File: src/rtl/ifetch_unit_pkg.sv
// Shared CPU definitions for the fetch stage and its neighbours.
//   CPU_AW / CPU_DW : instruction address and word widths
//   F_*             : instruction field positions consumed by decode
//   CLS_*           : encodings of the 2-bit instruction class field
package ifetch_unit_pkg;
    localparam int CPU_AW = 6;
    localparam int CPU_DW = 32;

    // Instruction fields: [1:0] class, [7:2] op, [15:8] rd, [23:16] rs, [31:24] imm
    localparam int F_CLS_LSB = 0;
    localparam int F_CLS_MSB = 1;
    localparam int F_OP_LSB  = 2;
    localparam int F_OP_MSB  = 7;
    localparam int F_RD_LSB  = 8;
    localparam int F_RD_MSB  = 15;
    localparam int F_RS_LSB  = 16;
    localparam int F_RS_MSB  = 23;
    localparam int F_IMM_LSB = 24;
    localparam int F_IMM_MSB = 31;

    typedef enum logic [1:0] {
        CLS_R    = 2'b00,
        CLS_I    = 2'b01,
        CLS_LDST = 2'b10
    } instr_class_e;
endpackage

File: src/rtl/ifetch_unit_if_id_reg.sv
// IF/ID pipeline register: valid flag plus the captured instruction and its PC.
//   clk, rst       : clock, async active-high reset (clears everything)
//   load_i         : capture instr_i/pc_i and mark valid (wins over flush_i)
//   flush_i        : clear valid, keep instr/pc contents
//   instr_i, pc_i  : word and address being fetched this cycle
//   valid_o, instr_o, pc_o : registered contents
module ifetch_unit_if_id_reg #(
    parameter int AW = 6,
    parameter int DW = 32
) (
    input  logic          clk,
    input  logic          rst,
    input  logic          load_i,
    input  logic          flush_i,
    input  logic [DW-1:0] instr_i,
    input  logic [AW-1:0] pc_i,
    output logic          valid_o,
    output logic [DW-1:0] instr_o,
    output logic [AW-1:0] pc_o
);
    logic          valid_q;
    logic [DW-1:0] instr_q;
    logic [AW-1:0] pc_q;

    always_ff @(posedge clk or posedge rst) begin
        if (rst) begin
            valid_q <= 1'b0;
            instr_q <= '0;
            pc_q    <= '0;
        end else if (load_i) begin
            valid_q <= 1'b1;
            instr_q <= instr_i;
            pc_q    <= pc_i;
        end else if (flush_i) begin
            valid_q <= 1'b0;
        end
    end

    assign valid_o = valid_q;
    assign instr_o = instr_q;
    assign pc_o    = pc_q;
endmodule

File: src/rtl/ifetch_unit.sv
// Instruction-fetch stage: owns the PC, drives the instruction-memory address,
// and captures the combinationally returned word into the IF/ID register.
//   clk, rst                    : clock, async active-high reset
//   en                          : fetch enable (0 = drain only)
//   addr_code                   : memory address, equals the PC
//   code                        : instruction returned for addr_code
//   redirect_valid, redirect_pc : taken branch/jump from execute
//   if_valid, if_instr, if_pc   : IF/ID register contents to decode
//   id_ready                    : decode accepts the current word
module ifetch_unit
    import ifetch_unit_pkg::*;
#(
    parameter int            AW       = CPU_AW,
    parameter int            DW       = CPU_DW,
    parameter logic [AW-1:0] RESET_PC = '0
) (
    input  logic          clk,
    input  logic          rst,
    input  logic          en,
    output logic [AW-1:0] addr_code,
    input  logic [DW-1:0] code,
    input  logic          redirect_valid,
    input  logic [AW-1:0] redirect_pc,
    output logic          if_valid,
    output logic [DW-1:0] if_instr,
    output logic [AW-1:0] if_pc,
    input  logic          id_ready
);
    logic [AW-1:0] pc_q, pc_d;
    logic          fire, accept, flush;

    // A fetch needs a free slot: either the register is empty or decode drains it now.
    assign fire   = en & ~redirect_valid & (~if_valid | id_ready);
    assign accept = if_valid & id_ready;
    // Drop the slot on a redirect, or when decode drains it and nothing refills it.
    assign flush  = redirect_valid | (accept & ~fire);

    always_comb begin
        pc_d = pc_q;
        if (redirect_valid)
            pc_d = redirect_pc;
        else if (fire)
            pc_d = pc_q + AW'(1);   // wraps modulo 2^AW
    end

    always_ff @(posedge clk or posedge rst) begin
        if (rst) pc_q <= RESET_PC;
        else     pc_q <= pc_d;
    end

    assign addr_code = pc_q;

    ifetch_unit_if_id_reg #(.AW(AW), .DW(DW)) u_if_id (
        .clk     (clk),
        .rst     (rst),
        .load_i  (fire),
        .flush_i (flush),
        .instr_i (code),
        .pc_i    (pc_q),
        .valid_o (if_valid),
        .instr_o (if_instr),
        .pc_o    (if_pc)
    );
endmodule
File: config.mk
export PLATFORM = sky130hd
export DESIGN_NAME = ifetch_unit
export DESIGN_NICKNAME = d
export VERILOG_FILES = /design/src/rtl/ifetch_unit_pkg.sv /design/src/rtl/ifetch_unit_if_id_reg.sv /design/src/rtl/ifetch_unit.sv
export SDC_FILE = /design/constraint.sdc
export NUM_CORES = 1
export LEC_CHECK = 0
export BUFFER_PORTS_ARGS = -buffer_cell sky130_fd_sc_hd__buf_2
export CAP_MARGIN = 20
export CORE_UTILIZATION = 50
export CTS_CLUSTER_DIAMETER = 200
export DETAILED_ROUTE_END_ITERATION = 10
export PLACE_DENSITY = 0.86
export SYNTH_ARGS = -nofsm -noshare
export SYNTH_HDL_FRONTEND = slang
export SYNTH_SLANG_ARGS = --single-unit
File: constraint.sdc
create_clock -name clk -period 2.7 [get_ports clk]
set_input_delay 0.54 -clock clk [delete_from_list [all_inputs] [get_ports clk]]
set_output_delay 0.54 -clock clk [all_outputs]
set_load 0.005 [all_outputs]
Word-level counts from Yosys, hierarchy flattened
Cells that the tools add are included.

storage, ports and cells
  output and inout bits = 45
  input bits = 43
  logic and storage cells = 20
  bits in registers = 45

cells by class
  reductions and logical operators = 2
  bitwise gates (word level) = 9
  add/subtract/negate cells = 1
  multiplexer cells = 4

operators by type and width
  operator             number
  $mux 6               2
  $add 6x1->6 const B  1
  $and 1x1->1          4
  $reduce_bool 2->1    2
  $not 1->1            3
  $mux 1               2
  $or 1x1->1           2

Depth between registers and ports, before layout
Gate-level depths: netlist of run 1.

  word-level depth = 8
  gate-level depth with buffers = 6
  gate-level depth less buffers = 4

Cells and area by module
Synthesis of run 1 repeated with hierarchy kept, for this count alone.

second synthesis, totals
  cells, all modules = 133
  area, all modules = 1885.6 sq um

by module, submodules not included
  module                 instances  seq. area each (sq um)  area each (sq um)  cells an instance
  ifetch_unit_if_id_reg  1          975.9                   1490.2             84
  ifetch_unit            1          150.1                   395.4              49

Least setup slack after synthesis of run 1
Ideal clock, no wire load.

  path type = input to register
  start point = in id_ready
  end point = reg u_if_id.instr_q[0] (netlist: u_if_id.instr_o[0])
  slack = 1.166 ns
  path buffers = 3
  setup time = 0.125 ns
  stages on the path = 6
  data required time = 2.575 ns
  data arrival time = 1.409 ns
  cells stage by stage = nor2b_4 buf_6 nor3_4 buf_6 buf_12 mux2_4

on the way
  cells in the longest elaborated chain, start to end = 2

RTL lines
  element               RTL line                     RTL
  start, declared       ifetch_unit.sv:27            input logic id_ready
  $or 1x1->1            ifetch_unit.sv:33            assign fire = en & ~redirect_valid & (~if_valid | id_ready);
  $and 1x1->1           ifetch_unit.sv:33
  end signal, assigned  ifetch_unit_if_id_reg.sv:32  instr_q <= instr_i;
  end, declared         ifetch_unit_if_id_reg.sv:22  logic [DW-1:0] instr_q;

No other way between the ends.
A chain may end at the register's enable or synchronous reset.

Worst setup path in the final report of run 1
  start point = reg u_if_id.valid_q (netlist: u_if_id.valid_o)
  end point = reg u_if_id.pc_q[5] (netlist: u_if_id.pc_o[5])

on the way
  cells in the longest elaborated chain, start to end = 3

RTL lines
  element                 RTL line                     RTL
  start, declared         ifetch_unit_if_id_reg.sv:21  logic valid_q;
  start signal, assigned  ifetch_unit_if_id_reg.sv:27  valid_q <= 1'b0;
  start signal, assigned  ifetch_unit_if_id_reg.sv:31  valid_q <= 1'b1;
  start signal, assigned  ifetch_unit_if_id_reg.sv:35  valid_q <= 1'b0;
  $not 1->1               ifetch_unit.sv:33
  $or 1x1->1              ifetch_unit.sv:33
  $and 1x1->1             ifetch_unit.sv:33
  end signal, assigned    ifetch_unit_if_id_reg.sv:33  pc_q <= pc_i;
  end, declared           ifetch_unit_if_id_reg.sv:23  logic [AW-1:0] pc_q;

No other way between the ends.

==> summary.md, run 1 <==
| Metric | Value |
|---|---|
| Worst setup EP type | `flip-flop` |
| Final Max Tran Viols | `0` |
| CTS Sinks | `45` |
| Post-Syn Area per Cell | `15.3 sq um` |
| Grt total ovfl | `0` |
| DRC | `0` |
| Pre-antenna DRT Iters | `4` |
| Static Leakage | `1.22 nW` |
| R2r startpoint | `u_if_id.valid_o$_DFFE_PP0P_` |
| Run status | `finished clean` |
| Sequential area share after synthesis | `0.580` |
| Setup violators final | `0` |
| Chip height | `64.3 microns` |
| CTS clk-pin slew, worst paths | `0.07 ns` |
| CTS tree | `yes` |
| Antenna-violating nets left | `0` |
| Critical Path AT | `1.77 ns` |
| Die X | `64.3 microns` |
| Pwr/cell area | `644 nW/um^2` |
| Crit-path max FO | `26` |
| Detailed placement HPWL | `2700 microns` |
| Core region area | `3690 sq um` |
| Number of synthesis warnings | `0` |
| Syn Inst Count | `127` |
| Initial antenna violation count | `0` |
| Most common cell after layout, fill and taps aside | `buf_2` |
| Place WS | `0.812 ns` |
| RD Place Congestion | `0.834` |
| Final core occ | `0.666` |
| Seq cells post-synth | `45` |
| Via density | `5.09` |
| Cts repair resizes | `0` |
| Clk_skew | `0.00372 ns` |
| CP startpoint kind | `flip-flop` |
| IO Pins | `88` |
| TNS Setup | `0 ns` |
| Setup WS post-layout | `1.09 ns` |
| Num rows | `22` |
| Least-Margin Pin Slew | `0.882 ns` |
| Final #Nets | `262` |
| Cells along the critical path | `nor2b_4 > nor3_4 > buf_4 > mux2_2` |
| Vias in the first global route | `1299` |
| Tmin final | `1.61 ns` |
| ANT cells | `0` |
| Worst min-delay path class | `in -> async` |
| 1st-iter DRT viols | `77` |
| Reg2reg setup slack | `1.09 ns` |
| Hold-fix buffers, CTS | `0` |
| CP max stage cell | `buf_4` |
| Clock Latency Late Sink | `0.28 ns` |
| Total Power | `0.00158 W` |
| Global-route wire length before repair | `6240 microns` |
| WS Path Type | `reg -> reg` |
| Maximum number of pins on one net before global-route repair | `46` |
| Most frequent cells in the layout | `87 x buf_2, 45 x dfrtp_1, 20 x mux2_4, 18 x mux2_2` |
| Initial core utilization | `0.526` |
| WP buf/inv | `1` |
| Hold Slack | `0.442 ns` |
| Relative slew slack | `0.411` |
| RSZ-0062 raised after global routing | `false` |
| Final Hold Viols | `0` |
| Slowest stage delay, CP | `0.41 ns` |
| DR vias | `1350` |
| R2R Path End | `u_if_id.pc_o[5]$_DFFE_PP0P_` |
| Num CTS Buffers | `5` |
| P&R area growth vs syn | `26.5%` |
| Number of port buffers | `87` |
| Max VDD drop | `352 uV` |
| WL final | `3740 microns` |
| # Max-Cap Violations | `0` |
| CTS Root Cell | `clkbuf_8` |
| Layout cells sized above 1 | `0.645` |
| Mapped Nets | `171` |
| CTS H-tree lvls | `2` |
| Critical Path RT | `2.87 ns` |
| Synth Cell Area | `1940 sq um` |
| Bufs on Longest Clock Path | `2` |
| Reg2Reg Depth | `4` |
| Post-CTS Setup Bufs | `0` |
| Critical path depth in cells | `4` |
| Netlist cell types | `25` |
| Die ar. | `4140 sq um` |
| Peak Freq | `623 MHz` |
| Total track usage | `0.199` |
| Wirelength per Cell | `14.1 microns` |
| Delay-heaviest family, CP | `buffers and inverters` |
| Fin crit share | `0.595` |
[per-layer routing]
layer	global-route usage	up-vias	wire length (microns)
met3	0.0607	2	254
li1	-	637	-
met4	0.0639	0	27
met5	0	-	0
met2	0.300	53	1790
met1	0.273	658	1660
[sequential cells by signal (all words and copies together), names as in the netlist]
signal / cells
u_if_id.pc_o: 6
addr_code: 6
u_if_id.valid_o: 1
u_if_id.instr_o: 32
[final cells by class]
| class | count | area, sq um |
|---|---|---|
| well taps | 48 | 60.1 |
| inverters | 4 | 15.0 |
| clock inverters | 1 | 5.00 |
| multi-input cells | 73 | 731 |
| repair buffers | 89 | 450 |
| clock buffers | 5 | 68.8 |
| fillers | 288 | 1230 |
| flip-flops and latches | 45 | 1130 |
[kinds of logic (layout without fill, tap and decap cells)]
logic type	Yosys count	in the layout	synth area share
AO/OA/AOI/OAI	12	12	0.0419
adder cells (fa/ha/maj)	1	1	0.00644
buffers and inverters	9	99	0.0438
flip-flops	45	45	0.580
multiplexers	38	38	0.259
AND/OR/NAND/NOR	22	22	0.0689
[where the power goes]
part	internal, W	switching, W	leakage, nW
Sequential	0.000787	0.0000670	0.528
Clock	0.000170	0.000194	0.0399
Combinational	0.000225	0.000140	0.651
[worst max-delay path by stage]
stage | to | start | slack (ns)
global route | u_if_id.pc_o[5]$_DFFE_PP0P_ | u_if_id.valid_o$_DFFE_PP0P_ | 1.01
detailed placement | u_if_id.pc_o[5]$_DFFE_PP0P_ | en | 0.81
finish | u_if_id.pc_o[5]$_DFFE_PP0P_ | u_if_id.valid_o$_DFFE_PP0P_ | 1.09
global placement | u_if_id.instr_o[22]$_DFFE_PP0P_ | en | 0.87
floorplan | addr_code[0]$_DFFE_PP0P_ | rst | 1.10
CTS | u_if_id.pc_o[5]$_DFFE_PP0P_ | u_if_id.valid_o$_DFFE_PP0P_ | 1.10
[synth_stat cells]
cell type | n | area, sq um
o21ai_0 | 2 | 10.0
ha_1 | 1 | 12.5
o311ai_0 | 3 | 26.3
buf_12 | 2 | 40.0
or3_2 | 1 | 7.51
a21oi_1 | 1 | 5.00
dfrtp_1 | 45 | 1130
nor2b_4 | 1 | 13.8
or4_1 | 2 | 15.0
buf_6 | 2 | 22.5
mux2_4 | 20 | 300
o31ai_1 | 2 | 15.0
a31oi_1 | 4 | 25.0
inv_1 | 2 | 7.51
buf_4 | 1 | 7.51
nand3_1 | 4 | 20.0
nand2_1 | 4 | 15.0
inv_2 | 1 | 3.75
or2b_2 | 1 | 8.76
mux2_2 | 18 | 203
or2_2 | 1 | 6.26
nand4_1 | 2 | 12.5
clkinv_1 | 1 | 3.75
nor2_1 | 5 | 18.8
nor3_4 | 1 | 16.3
[through the flow]
step | cell area [sq um] | instances
floorplan | 1940 | 127
global placement | 2380 | 259
detailed placement | 2380 | 259
CTS | 2460 | 265
global route | 2460 | 265
finish | 2460 | 265
No activity file was read; power rests on OpenSTA's default activity.
==> inputs of run 2 (changes only) <==
--- a/config.mk
+++ b/config.mk
@@ -7,10 +7,10 @@
 export LEC_CHECK = 0
 export BUFFER_PORTS_ARGS = -buffer_cell sky130_fd_sc_hd__buf_2
 export CAP_MARGIN = 20
-export CORE_UTILIZATION = 50
+export CORE_UTILIZATION = 42
 export CTS_CLUSTER_DIAMETER = 200
 export DETAILED_ROUTE_END_ITERATION = 10
-export PLACE_DENSITY = 0.86
+export PLACE_DENSITY = 0.78
 export SYNTH_ARGS = -nofsm -noshare
 export SYNTH_HDL_FRONTEND = slang
 export SYNTH_SLANG_ARGS = --single-unit
==> constraint.sdc (replaced) <==
create_clock -name clk -period 1.3 [get_ports clk]
set_input_delay 0.26 -clock clk [delete_from_list [all_inputs] [get_ports clk]]
set_output_delay 0.26 -clock clk [all_outputs]
set_load 0.005 [all_outputs]
==> run 2 against run 1 <==
Effect of this change:
- register-to-register slack lost 1.2 ns
- the flow now finishes with violations (setup timing)
- design area grew 14%
- worst hold slack lost 0.43 ns
- cell count increased by 9.4%
- first-iteration DRC count is 27% lower
- largest cell class unchanged
- clock-buffer cell count grew 1
- sequential power increased by 110%
- via count grew 6.5%
- non-clock buffer count increased by 19
- maximum frequency grew 14%
==> summary.md, run 2 (synthesized netlist as in run 1, its figures left out) <==
| Metric | Value |
|---|---|
| Pre-antenna DRT Iters | `4 (unchanged)` |
| CP startpoint kind | `flip-flop (unchanged)` |
| Run status | `finished, violations left (was finished clean)` |
| CTS clk-pin slew, worst paths | `0.08 ns (was 0.07 ns)` |
| Final core occ | `0.641 (was 0.666)` |
| P&R area growth vs syn | `44.8% (was 26.5%)` |
| DR vias | `1438 (was 1350)` |
| Multi-input gate area | `805 sq um (was 731 sq um)` |
| Die ar. | `4900 sq um (was 4140 sq um)` |
| Static Leakage | `1.42 nW (was 1.22 nW)` |
| Clock Latency Late Sink | `0.29 ns (was 0.28 ns)` |
| RSZ-0062 raised after global routing | `true (was false)` |
| Initial core utilization | `0.443 (was 0.526)` |
| Placed Cells incl. Taps | `276 (was 259)` |
| 1st-iter DRT viols | `56 (was 77)` |
| Max VDD drop | `548 uV (was 352 uV)` |
| Fin crit share | `1.08 (was 0.595)` |
| Vias in the first global route | `1438 (was 1299)` |
| CTS Sinks | `45 (unchanged)` |
| Fin cells | `290 (was 265)` |
| Initial antenna violation count | `0 (unchanged)` |
| IO Pins | `88 (unchanged)` |
| Total Power | `0.00354 W (was 0.00158 W)` |
| CTS H-tree lvls | `2 (unchanged)` |
| Pwr/cell area | `1260 nW/um^2 (was 644 nW/um^2)` |
| Chip height | `70.0 microns (was 64.3 microns)` |
| RD Place Congestion | `0.906 (was 0.834)` |
| Relative slew slack | `0.838 (was 0.411)` |
| CTS tree | `yes (unchanged)` |
| Setup violators final | `40 (was 0)` |
| Via density | `4.96 (was 5.09)` |
| Cells along the critical path | `nor2b_4 > nor3_4 > buf_6 > buf_16 > mux2_4 (was nor2b_4 > nor3_4 > buf_4 > mux2_2)` |
| Bufs on Longest Clock Path | `2 (unchanged)` |
| Hold-fix buffers, CTS | `0 (unchanged)` |
| Critical Path RT | `1.48 ns (was 2.87 ns)` |
| Final Max Tran Viols | `0 (unchanged)` |
| WL final | `4160 microns (was 3740 microns)` |
| Layout cells sized above 1 | `0.685 (was 0.645)` |
| Reg2reg setup slack | `-0.11 ns (was 1.09 ns)` |
| Most frequent cells in the layout | `87 x buf_2, 44 x dfrtp_1, 38 x mux2_4, 12 x buf_4 (was 87 x buf_2, 45 x dfrtp_1, 20 x mux2_4, 18 x mux2_2)` |
| # Max-Cap Violations | `0 (unchanged)` |
| Grt total ovfl | `0 (unchanged)` |
| CP max stage cell | `dfrtp_1 (was buf_4)` |
| Antenna-violating nets left | `0 (unchanged)` |
| Detailed placement HPWL | `2670 microns (was 2700 microns)` |
| ANT cells | `0 (unchanged)` |
| Least-Margin Pin Slew | `0.239 ns (was 0.882 ns)` |
| Seq. cell area | `1130 sq um (about the same)` |
| Setup WS post-layout | `-0.108 ns (was 1.09 ns)` |
| Num rows | `24 (was 22)` |
| Delay-heaviest family, CP | `flip-flops (was buffers and inverters)` |
| Number of port buffers | `87 (unchanged)` |
| Die X | `70.0 microns (was 64.3 microns)` |
| Violated checks | `setup timing` |
| Global-route wire length before repair | `6740 microns (was 6240 microns)` |
| Most common cell after layout, fill and taps aside | `buf_2 (unchanged)` |
| Critical Path AT | `1.58 ns (was 1.77 ns)` |
| Clk_skew | `0.00333 ns (was 0.00372 ns)` |
| Core region area | `4380 sq um (was 3690 sq um)` |
| Maximum number of pins on one net before global-route repair | `46 (unchanged)` |
| Slowest stage delay, CP | `0.39 ns (was 0.41 ns)` |
| WS Path Type | `reg -> reg (unchanged)` |
| Total track usage | `0.177 (was 0.199)` |
| Crit-path max FO | `9 (was 26)` |
| Max reg flops | `32 (unchanged)` |
| Final #Nets | `281 (was 262)` |
| Worst setup EP type | `flip-flop (unchanged)` |
| WP buf/inv | `2 (was 1)` |
| Worst min-delay path class | `in -> async (unchanged)` |
| DRC | `0 (unchanged)` |
| Final Hold Viols | `0 (unchanged)` |
| FILL cells | `345 (was 288)` |
| Wirelength per Cell | `14.3 microns (was 14.1 microns)` |
| Peak Freq | `710 MHz (was 623 MHz)` |
| Tmin final | `1.41 ns (was 1.61 ns)` |
| CTS Root Cell | `clkbuf_8 (unchanged)` |
| Num CTS Buffers | `5 (unchanged)` |
## run 2: cell count changes in the layout (fill, tap and decap cells not counted), sizes merged
cell | previous run | this run
buf | 89 | 106
clkbuf | 5 | 8
clkinv | 2 | 3
clkinvlp | 0 | 1
inv | 3 | 2
## run 2: final timing paths
path | startpoint | endpoint | cells past startpoint
max | u_if_id.valid_o$_DFFE_PP0P_ | u_if_id.pc_o[3]$_DFFE_PP0P_ | 5
min | rst | u_if_id.instr_o[12]$_DFFE_PP0P_ | 3
max reg2reg | u_if_id.valid_o$_DFFE_PP0P_ | u_if_id.pc_o[3]$_DFFE_PP0P_ | 5
min reg2reg | u_if_id.instr_o[5]$_DFFE_PP0P_ | u_if_id.instr_o[5]$_DFFE_PP0P_ | 1
max in group asynchronous | rst | addr_code[2]$_DFFE_PP0P_ | 3
min in group clk | redirect_pc[2] | addr_code[2]$_DFFE_PP0P_ | 3
## run 2: layer usage
layer  track usage  routed length (microns)  up-vias
met5             0                        0        -
met4        0.0467                       40        0
met3        0.0534                      311        6
met2         0.282                     1910       75
met1         0.235                     1900      680
li1              -                        -      677
## run 2: tightest hold or removal path, delay by kind of cell
family	cells	cell delay, ns
buffers and inverters	3	0.42
## run 2: metrics by stage
stage	setup TNS [ns]	cell area, sq um	setup WS, ns	hold slack (ns)
6_report	-3.70	2810	-0.108	0.0119
3_3_place_gp	-2.26	2530	-0.0899	0.334
3_5_place_dp	-3.69	2530	-0.137	0.347
4_1_cts	-3.57	2740	-0.124	0.0272
5_1_grt	-6.50	2810	-0.181	0.0269
2_1_floorplan	-5.01	1950	-0.177	0.271
## run 2: where the power goes
group          switching (W)  leakage, nW  internal [W]
sequential          0.000139        0.527       0.00163
combinational       0.000329        0.847      0.000618
clock               0.000445       0.0450      0.000373
total               0.000912         1.42       0.00263
## run 2: area by class of cell
class                   count  area share
well taps                  52      0.0231
repair buffers            108       0.254
clock inverters             2     0.00356
clock buffers               6      0.0258
multi-input cells          73       0.286
inverters                   4     0.00668
flip-flops and latches     45       0.401
## run 2: what timing repair did
item	CTS	global route
gates cloned	2	2
pin swaps	1	0
gates resized for setup	18	9
setup buffers	2	0
setup endpoints to repair	41	44
==> inputs of run 3 (changes only) <==
--- a/config.mk
+++ b/config.mk
@@ -7,10 +7,10 @@
 export LEC_CHECK = 0
 export BUFFER_PORTS_ARGS = -buffer_cell sky130_fd_sc_hd__buf_2
 export CAP_MARGIN = 20
-export CORE_UTILIZATION = 42
+export CORE_UTILIZATION = 50
 export CTS_CLUSTER_DIAMETER = 200
 export DETAILED_ROUTE_END_ITERATION = 10
-export PLACE_DENSITY = 0.78
+export PLACE_DENSITY = 0.86
 export SYNTH_ARGS = -nofsm -noshare
 export SYNTH_HDL_FRONTEND = slang
 export SYNTH_SLANG_ARGS = --single-unit
==> constraint.sdc (replaced) <==
create_clock -name clk -period 1.82 [get_ports clk]
set_input_delay 0.364 -clock clk [delete_from_list [all_inputs] [get_ports clk]]
set_output_delay 0.364 -clock clk [all_outputs]
set_load 0.005 [all_outputs]
==> run 3 against run 2 <==
Effect of this change:
- the flow now finishes without violations
- wire length shrank 9.5%
- combinational power shrank 42%
- global-route usage grew 2.2 points
- critical path type unchanged
- critical endpoint is now u_if_id.instr_o[26]$_DFFE_PP0P_
- largest power group unchanged
==> summary.md, run 3 (synthesized netlist as in run 1, its figures left out) <==
| Metric | Value |
|---|---|
| Run status | `finished clean (was finished, violations left)` |
| Fin crit share | `0.816 (was 1.08)` |
| Most frequent cells in the layout | `87 x buf_2, 45 x dfrtp_1, 20 x mux2_4, 18 x mux2_2 (was 87 x buf_2, 44 x dfrtp_1, 38 x mux2_4, 12 x buf_4)` |
| Hold Slack | `0.178 ns (was 0.0119 ns)` |
| Final #Nets | `263 (was 281)` |
| Peak Freq | `674 MHz (was 710 MHz)` |
| Place WS | `0.240 ns (was -0.137 ns)` |
| CTS tree | `yes (unchanged)` |
| Maximum number of pins on one net before global-route repair | `46 (unchanged)` |
| Die ar. | `4140 sq um (was 4900 sq um)` |
| Global-route wire length before repair | `6080 microns (was 6740 microns)` |
| Clk_skew | `0.00808 ns (was 0.00333 ns)` |
| Layout cells sized above 1 | `0.650 (was 0.685)` |
| WS Path Type | `reg -> reg (unchanged)` |
| Cts repair resizes | `0 (was 18)` |
| Vias in the first global route | `1325 (was 1438)` |
| Tmin final | `1.48 ns (was 1.41 ns)` |
| ANT cells | `0 (unchanged)` |
| Wirelength per Cell | `14.0 microns (was 14.3 microns)` |
| Fin cells | `268 (was 290)` |
| Bufs on Longest Clock Path | `2 (unchanged)` |
| CTS clk-pin slew, worst paths | `0.09 ns (was 0.08 ns)` |
| Placed inst area | `2400 sq um (was 2530 sq um)` |
| Final Max Tran Viols | `0 (unchanged)` |
| RSZ-0062 raised after global routing | `false (was true)` |
| CTS Sinks | `45 (unchanged)` |
| Hold-fix buffers, CTS | `0 (unchanged)` |
| Pwr/cell area | `976 nW/um^2 (was 1260 nW/um^2)` |
| Static Leakage | `1.23 nW (was 1.42 nW)` |
| Setup violators final | `0 (was 40)` |
| DR vias | `1356 (was 1438)` |
| Num CTS Buffers | `5 (unchanged)` |
| Number of port buffers | `87 (unchanged)` |
| Post-route cell area | `2500 sq um (was 2810 sq um)` |
| Initial core utilization | `0.526 (was 0.443)` |
| Critical Path AT | `1.67 ns (was 1.58 ns)` |
| Most common cell after layout, fill and taps aside | `buf_2 (unchanged)` |
| Crit-path max FO | `29 (was 9)` |
| Die X | `64.3 microns (was 70.0 microns)` |
| RD Place Congestion | `0.853 (was 0.906)` |
| WL final | `3760 microns (was 4160 microns)` |
| CP max stage cell | `dfrtp_1 (unchanged)` |
| Pre-antenna DRT Iters | `4 (unchanged)` |
| Via density | `5.06 (was 4.96)` |
| Reg2reg setup slack | `0.34 ns (was -0.11 ns)` |
| Grt total ovfl | `0 (unchanged)` |
| Least-Margin Pin Slew | `0.535 ns (was 0.239 ns)` |
| Critical Path RT | `2.01 ns (was 1.48 ns)` |
| Clock Latency Late Sink | `0.30 ns (was 0.29 ns)` |
| Worst setup EP type | `flip-flop (unchanged)` |
| Slowest stage delay, CP | `0.40 ns (was 0.39 ns)` |
| Post-CTS Setup Bufs | `0 (was 2)` |
| Num rows | `22 (was 24)` |
| Initial antenna violation count | `0 (unchanged)` |
| IO Pins | `88 (unchanged)` |
| Cells along the critical path | `nor2b_4 > nor3_4 > buf_12 > mux2_2 (was nor2b_4 > nor3_4 > buf_6 > buf_16 > mux2_4)` |
| Max VDD drop | `604 uV (was 548 uV)` |
| CTS Root Cell | `clkbuf_8 (unchanged)` |
| # Max-Cap Violations | `0 (unchanged)` |
| 1st-iter DRT viols | `46 (was 56)` |
| Detailed placement HPWL | `2750 microns (was 2670 microns)` |
| Relative slew slack | `0.644 (was 0.838)` |
| Placed Cells incl. Taps | `260 (was 276)` |
| Setup WS post-layout | `0.336 ns (was -0.108 ns)` |
| TNS Setup | `0 ns (was -3.70 ns)` |
| Max reg flops | `32 (unchanged)` |
| Antenna-violating nets left | `0 (unchanged)` |
| CP startpoint kind | `flip-flop (unchanged)` |
| Chip height | `64.3 microns (was 70.0 microns)` |
| P&R area growth vs syn | `28.5% (was 44.8%)` |
| DRC | `0 (unchanged)` |
| Worst min-delay path class | `in -> async (unchanged)` |
| Core region area | `3690 sq um (was 4380 sq um)` |
| CTS H-tree lvls | `2 (unchanged)` |
| Final Hold Viols | `0 (unchanged)` |
| Total track usage | `0.199 (was 0.177)` |
-- run 3: cell count changes in the layout (fill, tap and decap cells not counted), sizes merged --
cell and delta:
clkbuf -3, inv +2, buf -16, clkinv -1
-- run 3: worst max-delay path, delay by kind of cell (launching register included) --
kind	cells	cell delay [ns]
DFF	1	0.40
muxes	1	0.37
and+or+nand+nor	2	0.35
buffers and inverters	1	0.25
-- run 3: report_power, final --
part           internal, W  switching (W)  leakage [nW]  total [W]
clock network     0.000277       0.000345        0.0447   0.000622
logic             0.000339       0.000213         0.659   0.000552
registers          0.00117      0.0000956         0.528    0.00126
total              0.00178       0.000654          1.23    0.00244
-- run 3: metrics by stage --
step,utilization,power (W)
after global routing,0.677,0.00258
final,0.677,0.00244
after floorplan,-,0.00158
after detailed placement,0.651,0.00184
after CTS,0.677,0.00247
after global placement,0.651,0.00181
-- run 3: layout make-up --
type	instances	area, sq um
clock buffers	5	68.8
clock inverters	3	25.0
fillers	289	1190
inverters	4	15.0
multi-input cells	73	731
flip-flops and latches	45	1130
well taps	48	60.1
repair buffers	90	470
-- run 3: routing by layer --
metal / GRT usage / vias up / part of all wire
met4: 0.0611 / 0 / 0.011
met3: 0.0661 / 4 / 0.074
met5: 0 / - / 0
met2: 0.326 / 59 / 0.49
li1: - / 643 / -
met1: 0.248 / 650 / 0.43
-- run 3: worst paths after layout --
path / endpoint / cells past startpoint / startpoint
setup / recovery: u_if_id.instr_o[26]$_DFFE_PP0P_ / 4 / u_if_id.valid_o$_DFFE_PP0P_
hold / removal: u_if_id.instr_o[1]$_DFFE_PP0P_ / 3 / rst
setup reg to reg: u_if_id.instr_o[26]$_DFFE_PP0P_ / 4 / u_if_id.valid_o$_DFFE_PP0P_
hold reg to reg: u_if_id.instr_o[22]$_DFFE_PP0P_ / 1 / u_if_id.instr_o[22]$_DFFE_PP0P_
max in group asynchronous: u_if_id.valid_o$_DFFE_PP0P_ / 3 / rst
min in group clk: addr_code[2]$_DFFE_PP0P_ / 3 / redirect_pc[2]
